### config.mk
export PLATFORM = sky130hd
export DESIGN_NAME = program_loader_flat
export DESIGN_NICKNAME = d
export VERILOG_FILES = /design/src/rtl/program_loader_if.sv /design/src/rtl/program_loader.sv /design/src/flat_wrapper.sv
export SDC_FILE = /design/constraint.sdc
export NUM_CORES = 1
export LEC_CHECK = 0
export ABC_CLOCK_PERIOD_IN_PS = 2000
export CAP_MARGIN = 20
export CORE_AREA = 2 2 83 85
export DETAILED_ROUTE_END_ITERATION = 8
export DIE_AREA = 0 0 85 87
export PLACE_DENSITY_LB_ADDON = 0.05
export RECOVER_POWER = 50
export SYNTH_ARGS = -nofsm -noshare
export SYNTH_HDL_FRONTEND = slang
export SYNTH_SLANG_ARGS = --single-unit
export TNS_END_PERCENT = 100
### constraint.sdc
create_clock -name clk -period 2 [get_ports clk]
set_input_delay 0.2 -clock clk [delete_from_list [all_inputs] [get_ports clk]]
set_output_delay 0.2 -clock clk [all_outputs]
set_load 0.1 [all_outputs]
### src/rtl/program_loader_if.sv
// ============================================================================
// Module      : program_loader_if
// Description : Byte-stream handshake plus instruction-memory write port
//               shared by the boot loader and its neighbours.
// Revision    : 1.0 - initial release
// ============================================================================
`default_nettype none

interface program_loader_if #(
    parameter int ADDR_WIDTH = 8
);
    logic [7:0]            rx_data;
    logic                  rx_valid;
    logic                  rx_ready;
    logic                  mem_we;
    logic [ADDR_WIDTH-1:0] mem_addr;
    logic [7:0]            mem_wdata;

    // Loader side: consumes the byte stream, drives the memory write port.
    modport slave (
        input  rx_data,
        input  rx_valid,
        output rx_ready,
        output mem_we,
        output mem_addr,
        output mem_wdata
    );

    // Environment side: byte source and instruction memory.
    modport master (
        output rx_data,
        output rx_valid,
        input  rx_ready,
        input  mem_we,
        input  mem_addr,
        input  mem_wdata
    );
endinterface

`default_nettype wire

### src/rtl/program_loader.sv
// ============================================================================
// Module      : program_loader
// Description : Framed boot loader: sync, length, address, payload, checksum.
//               Writes instruction memory and holds the MCU until verified.
// Revision    : 1.0 - initial release
// ============================================================================
`default_nettype none

module program_loader #(
    parameter logic [7:0] SYNC_BYTE  = 8'hA5,
    parameter int         ADDR_WIDTH = 8
) (
    input  wire logic                  clk,
    input  wire logic                  rst_n,
    program_loader_if.slave            bus,
    input  wire logic                  reload,
    output logic [ADDR_WIDTH-1:0]      boot_pc,
    output logic                       mcu_hold,
    output logic                       done,
    output logic                       error
);

    localparam logic [2:0] c_SYNC  = 3'd0;
    localparam logic [2:0] c_LEN   = 3'd1;
    localparam logic [2:0] c_ADDR  = 3'd2;
    localparam logic [2:0] c_DATA  = 3'd3;
    localparam logic [2:0] c_CHECK = 3'd4;
    localparam logic [2:0] c_RUN   = 3'd5;
    localparam logic [2:0] c_ERR   = 3'd6;

    logic [2:0]            r_state;
    logic [8:0]            r_count;
    logic [ADDR_WIDTH-1:0] r_wptr;
    logic [ADDR_WIDTH-1:0] r_pend_pc;
    logic [ADDR_WIDTH-1:0] r_boot_pc;
    logic [7:0]            r_csum;
    logic                  r_mem_we;
    logic [ADDR_WIDTH-1:0] r_mem_addr;
    logic [7:0]            r_mem_wdata;

    logic                  w_rx_ready;
    logic                  w_accept;

    assign w_rx_ready = (r_state != c_RUN) && (r_state != c_ERR);
    assign w_accept   = bus.rx_valid && w_rx_ready;

    assign bus.rx_ready  = w_rx_ready;
    assign bus.mem_we    = r_mem_we;
    assign bus.mem_addr  = r_mem_addr;
    assign bus.mem_wdata = r_mem_wdata;

    // Status flags decode straight from the state so they all move on one edge.
    assign boot_pc  = r_boot_pc;
    assign mcu_hold = (r_state != c_RUN);
    assign done     = (r_state == c_RUN);
    assign error    = (r_state == c_ERR);

    always_ff @(posedge clk or negedge rst_n) begin
        if (!rst_n) begin
            r_state     <= c_SYNC;
            r_count     <= 9'd0;
            r_wptr      <= '0;
            r_pend_pc   <= '0;
            r_boot_pc   <= '0;
            r_csum      <= 8'd0;
            r_mem_we    <= 1'b0;
            r_mem_addr  <= '0;
            r_mem_wdata <= 8'd0;
        end else begin
            r_mem_we <= 1'b0;
            case (r_state)
                c_SYNC: begin
                    if (w_accept && (bus.rx_data == SYNC_BYTE)) begin
                        r_state <= c_LEN;
                    end
                end
                c_LEN: begin
                    if (w_accept) begin
                        // A length byte of zero encodes a full 256-byte payload.
                        r_count <= {(bus.rx_data == 8'd0), bus.rx_data};
                        r_state <= c_ADDR;
                    end
                end
                c_ADDR: begin
                    if (w_accept) begin
                        r_wptr    <= ADDR_WIDTH'(bus.rx_data);
                        r_pend_pc <= ADDR_WIDTH'(bus.rx_data);
                        r_csum    <= 8'd0;
                        r_state   <= c_DATA;
                    end
                end
                c_DATA: begin
                    if (w_accept) begin
                        r_mem_we    <= 1'b1;
                        r_mem_addr  <= r_wptr;
                        r_mem_wdata <= bus.rx_data;
                        r_csum      <= r_csum + bus.rx_data;
                        r_wptr      <= r_wptr + 1'b1;
                        r_count     <= r_count - 9'd1;
                        if (r_count == 9'd1) begin
                            r_state <= c_CHECK;
                        end
                    end
                end
                c_CHECK: begin
                    if (w_accept) begin
                        if (bus.rx_data == r_csum) begin
                            r_boot_pc <= r_pend_pc;
                            r_state   <= c_RUN;
                        end else begin
                            r_state   <= c_ERR;
                        end
                    end
                end
                c_RUN, c_ERR: begin
                    if (reload) begin
                        r_state <= c_SYNC;
                    end
                end
                default: r_state <= c_SYNC;
            endcase
        end
    end

endmodule

`default_nettype wire

### src/flat_wrapper.sv
// flat-port wrapper written by rule: the top's interface ports become plain ports
module program_loader_flat 
#(
    parameter logic [7:0] SYNC_BYTE  = 8'hA5,
    parameter int         ADDR_WIDTH = 8
)
  (clk, rst_n, reload, boot_pc, mcu_hold, done, error, bus_rx_data, bus_rx_valid, bus_rx_ready, bus_mem_we, bus_mem_addr, bus_mem_wdata);
  program_loader_if #(.ADDR_WIDTH(ADDR_WIDTH)) bus_i ();
  input  wire logic clk;
  input  wire logic rst_n;
  input  wire logic reload;
  output logic [ADDR_WIDTH-1:0] boot_pc;
  output logic mcu_hold;
  output logic done;
  output logic error;
  input wire logic [$bits(bus_i.rx_data)-1:0] bus_rx_data;
  input wire logic [$bits(bus_i.rx_valid)-1:0] bus_rx_valid;
  output wire logic [$bits(bus_i.rx_ready)-1:0] bus_rx_ready;
  output wire logic [$bits(bus_i.mem_we)-1:0] bus_mem_we;
  output wire logic [$bits(bus_i.mem_addr)-1:0] bus_mem_addr;
  output wire logic [$bits(bus_i.mem_wdata)-1:0] bus_mem_wdata;
  assign bus_i.rx_data = bus_rx_data;
  assign bus_i.rx_valid = bus_rx_valid;
  assign bus_rx_ready = bus_i.rx_ready;
  assign bus_mem_we = bus_i.mem_we;
  assign bus_mem_addr = bus_i.mem_addr;
  assign bus_mem_wdata = bus_i.mem_wdata;
  program_loader #(.SYNC_BYTE(SYNC_BYTE), .ADDR_WIDTH(ADDR_WIDTH)) u_core (.clk(clk), .rst_n(rst_n), .bus(bus_i), .reload(reload), .boot_pc(boot_pc), .mcu_hold(mcu_hold), .done(done), .error(error));
endmodule
==> out/qor.txt <==
status: completed
cell area power density: 1780 mW/mm²
actual slew at the worst max-slew pin: 0.865 ns
fraction of registers with async set/reset: 1.00
synthesized area per cell: 10.4 µm²
Core Area: 0.00657 mm²
Initial DRT Pass Iterations: 4
hold_sp: u_core.r_pend_pc[5]$_DFFE_PN0P_
dpl hpwl: 5.28 mm
first-pass GRT wire length: 12.6 mm
Worst slew margin: 0.423
Reg2Reg Depth: 7
ratio of cells with drive above 1 in the final layout: 0.303
Setup Viol. Count Final: 0
number of I/O port buffers: 40
Tmin final: 1.96 ns
Rows: 30
CTS Root Cell: clkbuf_8
Seq/Total Area, Yosys: 0.489
fin util: 0.629
setup TNS: 0 ns
post-route ant nets: 0
cell count after synthesis: 301
Worst-Skew Late Latency: 0.34 ns
final net count: 398
via count: 2600
Clock Pin Slew Worst Setup and Hold Paths: 0.07 ns
f_max: 0.512 GHz
diode count: 0
setup slack, reg-to-reg: 0.04 ns
initial antenna violation count: 0
largest buffer count on any clock path: 2
Tcrit/Tclk final: 0.978
clock sink count: 61
via count of the first global-routing pass: 2473
Fillers: 529
wire per inst: 16.8 µm
Die Y: 87 µm
Setup CP Type: flip-flop to flip-flop
final hold vios: 0
GPL Wtd Cong: 0.886
crit path launch type: flip-flop
Area Growth Syn to Fin: 32.3%
Via density: 5.65
synthesized area: 0.00312 mm²
FF-to-FF End: u_core.boot_pc[1]$_DFFE_PN0P_
Hold Path Depth: 1
die width: 85 µm
post-synthesis register bit count: 61
Num CTS Buffers: 9
final global-route overflow total: 0
pre-CTS setup slack: -0.386 ns
drt initial violations: 184
final WL: 7.72 mm
Max Slew Vio Count: 0
Placed Instance Area: 0.00384 mm²
Clock Skew: 0.00416 ns
P_leak: 1.92 nW
die area: 0.00740 mm²
most frequent cells in the layout: dfrtp_1, buf_4, nand2_1, nor2_1, a21oi_1
maxcap violations: 0
crit path max fanout: 8
final instance area: 0.00413 mm²
FF-to-FF Start: u_core.r_csum[0]$_DFFE_PN0P_
Worst VDD drop: 0.000989 V
final hold slack: 0.486 ns
htree depth: 3
RSZ-0062 raised after global routing: true
CTS tree: done
largest net degree at the start of global routing: 62
total track usage: 0.221
most common cell after layout, fill and taps aside: dfrtp_1
number of synthesized flops with an enable pin: 0
hold path endpoint: u_core.boot_pc[5]$_DFFE_PN0P_
yosys warns: 0
main flop type after synthesis: dfrtp_1
Post-route DRC: 0
Initial Util: 0.475
WP data arrival: 2.18 ns
Mapped Nets: 324
Cell variety after synth: 51
Worst Path Required: 2.22 ns
element type at the critical path end: flip-flop
Final WS setup: 0.0450 ns
Top Ports: 41
Hold Crit Class: flip-flop to flip-flop
==> final cells by class <==
type                    instances  area, µm²  share of cell area
multi-input cells             221       1620               0.392
well taps                      80        100              0.0242
flip-flops and latches         61       1530               0.370
clock buffers                   9        124              0.0300
repair buffers                 77        644               0.156
clock inverters                 7       98.8              0.0239
inverters                       5       18.8             0.00455
==> through the flow <==
stage               power [mW]  std cells
floorplan                 4.99        301
global placement          6.02        442
detailed placement        6.08        442
CTS                       7.38        460
global route              7.82        460
finish                    7.36        460
==> kinds of logic after synthesis <==
group | Yosys count | share of synthesized area
adder cells (fa/ha/maj) | 11 | 0.0465
buffers and inverters | 19 | 0.0240
AND/OR/NAND/NOR | 90 | 0.150
multiplexers | 31 | 0.111
AO/OA/AOI/OAI | 84 | 0.165
flip-flops | 61 | 0.489
XOR/XNOR | 5 | 0.0140
==> layer usage <==
layer / vias up / routed length (µm) / global-route usage
li1: 1251 / - / -
met5: - / 0 / 0
met3: 16 / 276 / 0.0559
met2: 54 / 3760 / 0.348
met1: 1279 / 3520 / 0.293
met4: 0 / 159 / 0.0880
==> cells in the mapped netlist (2+ instances only) <==
cell,number,area share
or4_4,2,0.0072
nor3_1,5,0.0080
nor3b_1,2,0.0048
o22ai_1,5,0.010
dfrtp_1,61,0.49
o21ai_1,10,0.016
mux2_1,18,0.065
and3_1,4,0.0080
xor2_1,3,0.0084
nor2b_1,3,0.0060
o31ai_1,2,0.0048
a22oi_1,3,0.0072
inv_1,5,0.0060
a21o_1,2,0.0048
nor2_1,22,0.026
and2_1,2,0.0040
o211ai_1,3,0.0072
o21bai_1,2,0.0048
mux2_2,12,0.043
a211oi_1,5,0.012
nor4_1,4,0.0080
o21ai_0,19,0.030
clkbuf_1,11,0.013
a21oi_1,21,0.034
buf_2,3,0.0048
nand2_1,28,0.034
xnor2_1,2,0.0056
ha_1,10,0.040
nand3_1,10,0.016
==> worst max-delay path, cell delays in order (launching register included) <==
cell and delay [ns]:
dfrtp_1 0.41, ha_4 0.24, nor4_4 0.26, nand2_1 0.11
nor4_4 0.19, nand4_2 0.14, buf_6 0.18, mux2_1 0.31
==> flip-flops by register name (all words and copies together) (netlist names) <==
register,count
u_core.r_wptr,8
u_core.r_pend_pc,8
u_core.bus.mem_we,1
u_core.bus.mem_addr,8
u_core.r_csum,8
u_core.boot_pc,8
u_core.bus.mem_wdata,8
u_core.r_count,9
u_core.r_state,3
==> worst max path at each step <==
stage	start	endpoint	slack, ns
after detailed placement	bus_rx_data[6]	u_core.boot_pc[3]$_DFFE_PN0P_	-0.39
after global placement	bus_rx_data[6]	u_core.boot_pc[0]$_DFFE_PN0P_	-0.36
final	u_core.r_csum[0]$_DFFE_PN0P_	u_core.boot_pc[1]$_DFFE_PN0P_	0.04
after floorplan	u_core.r_csum[3]$_DFFE_PN0P_	u_core.boot_pc[0]$_DFFE_PN0P_	0.02
after global routing	u_core.r_csum[1]$_DFFE_PN0P_	u_core.r_csum[7]$_DFFE_PN0P_	-0.03
after CTS	u_core.r_csum[1]$_DFFE_PN0P_	u_core.boot_pc[1]$_DFFE_PN0P_	-0.03
==> timing repair <==
action                                  in CTS  in global routing
resized for setup                            8                  8
gates cloned                                 0                  0
hold endpoints to repair                    61                  0
endpoints found under the setup margin       9                 14
pin swaps                                    4                  7
buffers inserted                             1                  0
hold buffers                                 1                  0
==> power breakdown <==
group	switching [mW]	internal, mW
combinational	2.61	1.33
sequential	0.443	1.75
clock	0.517	0.707
total	3.57	3.79
(Power assumes the default switching activity.)
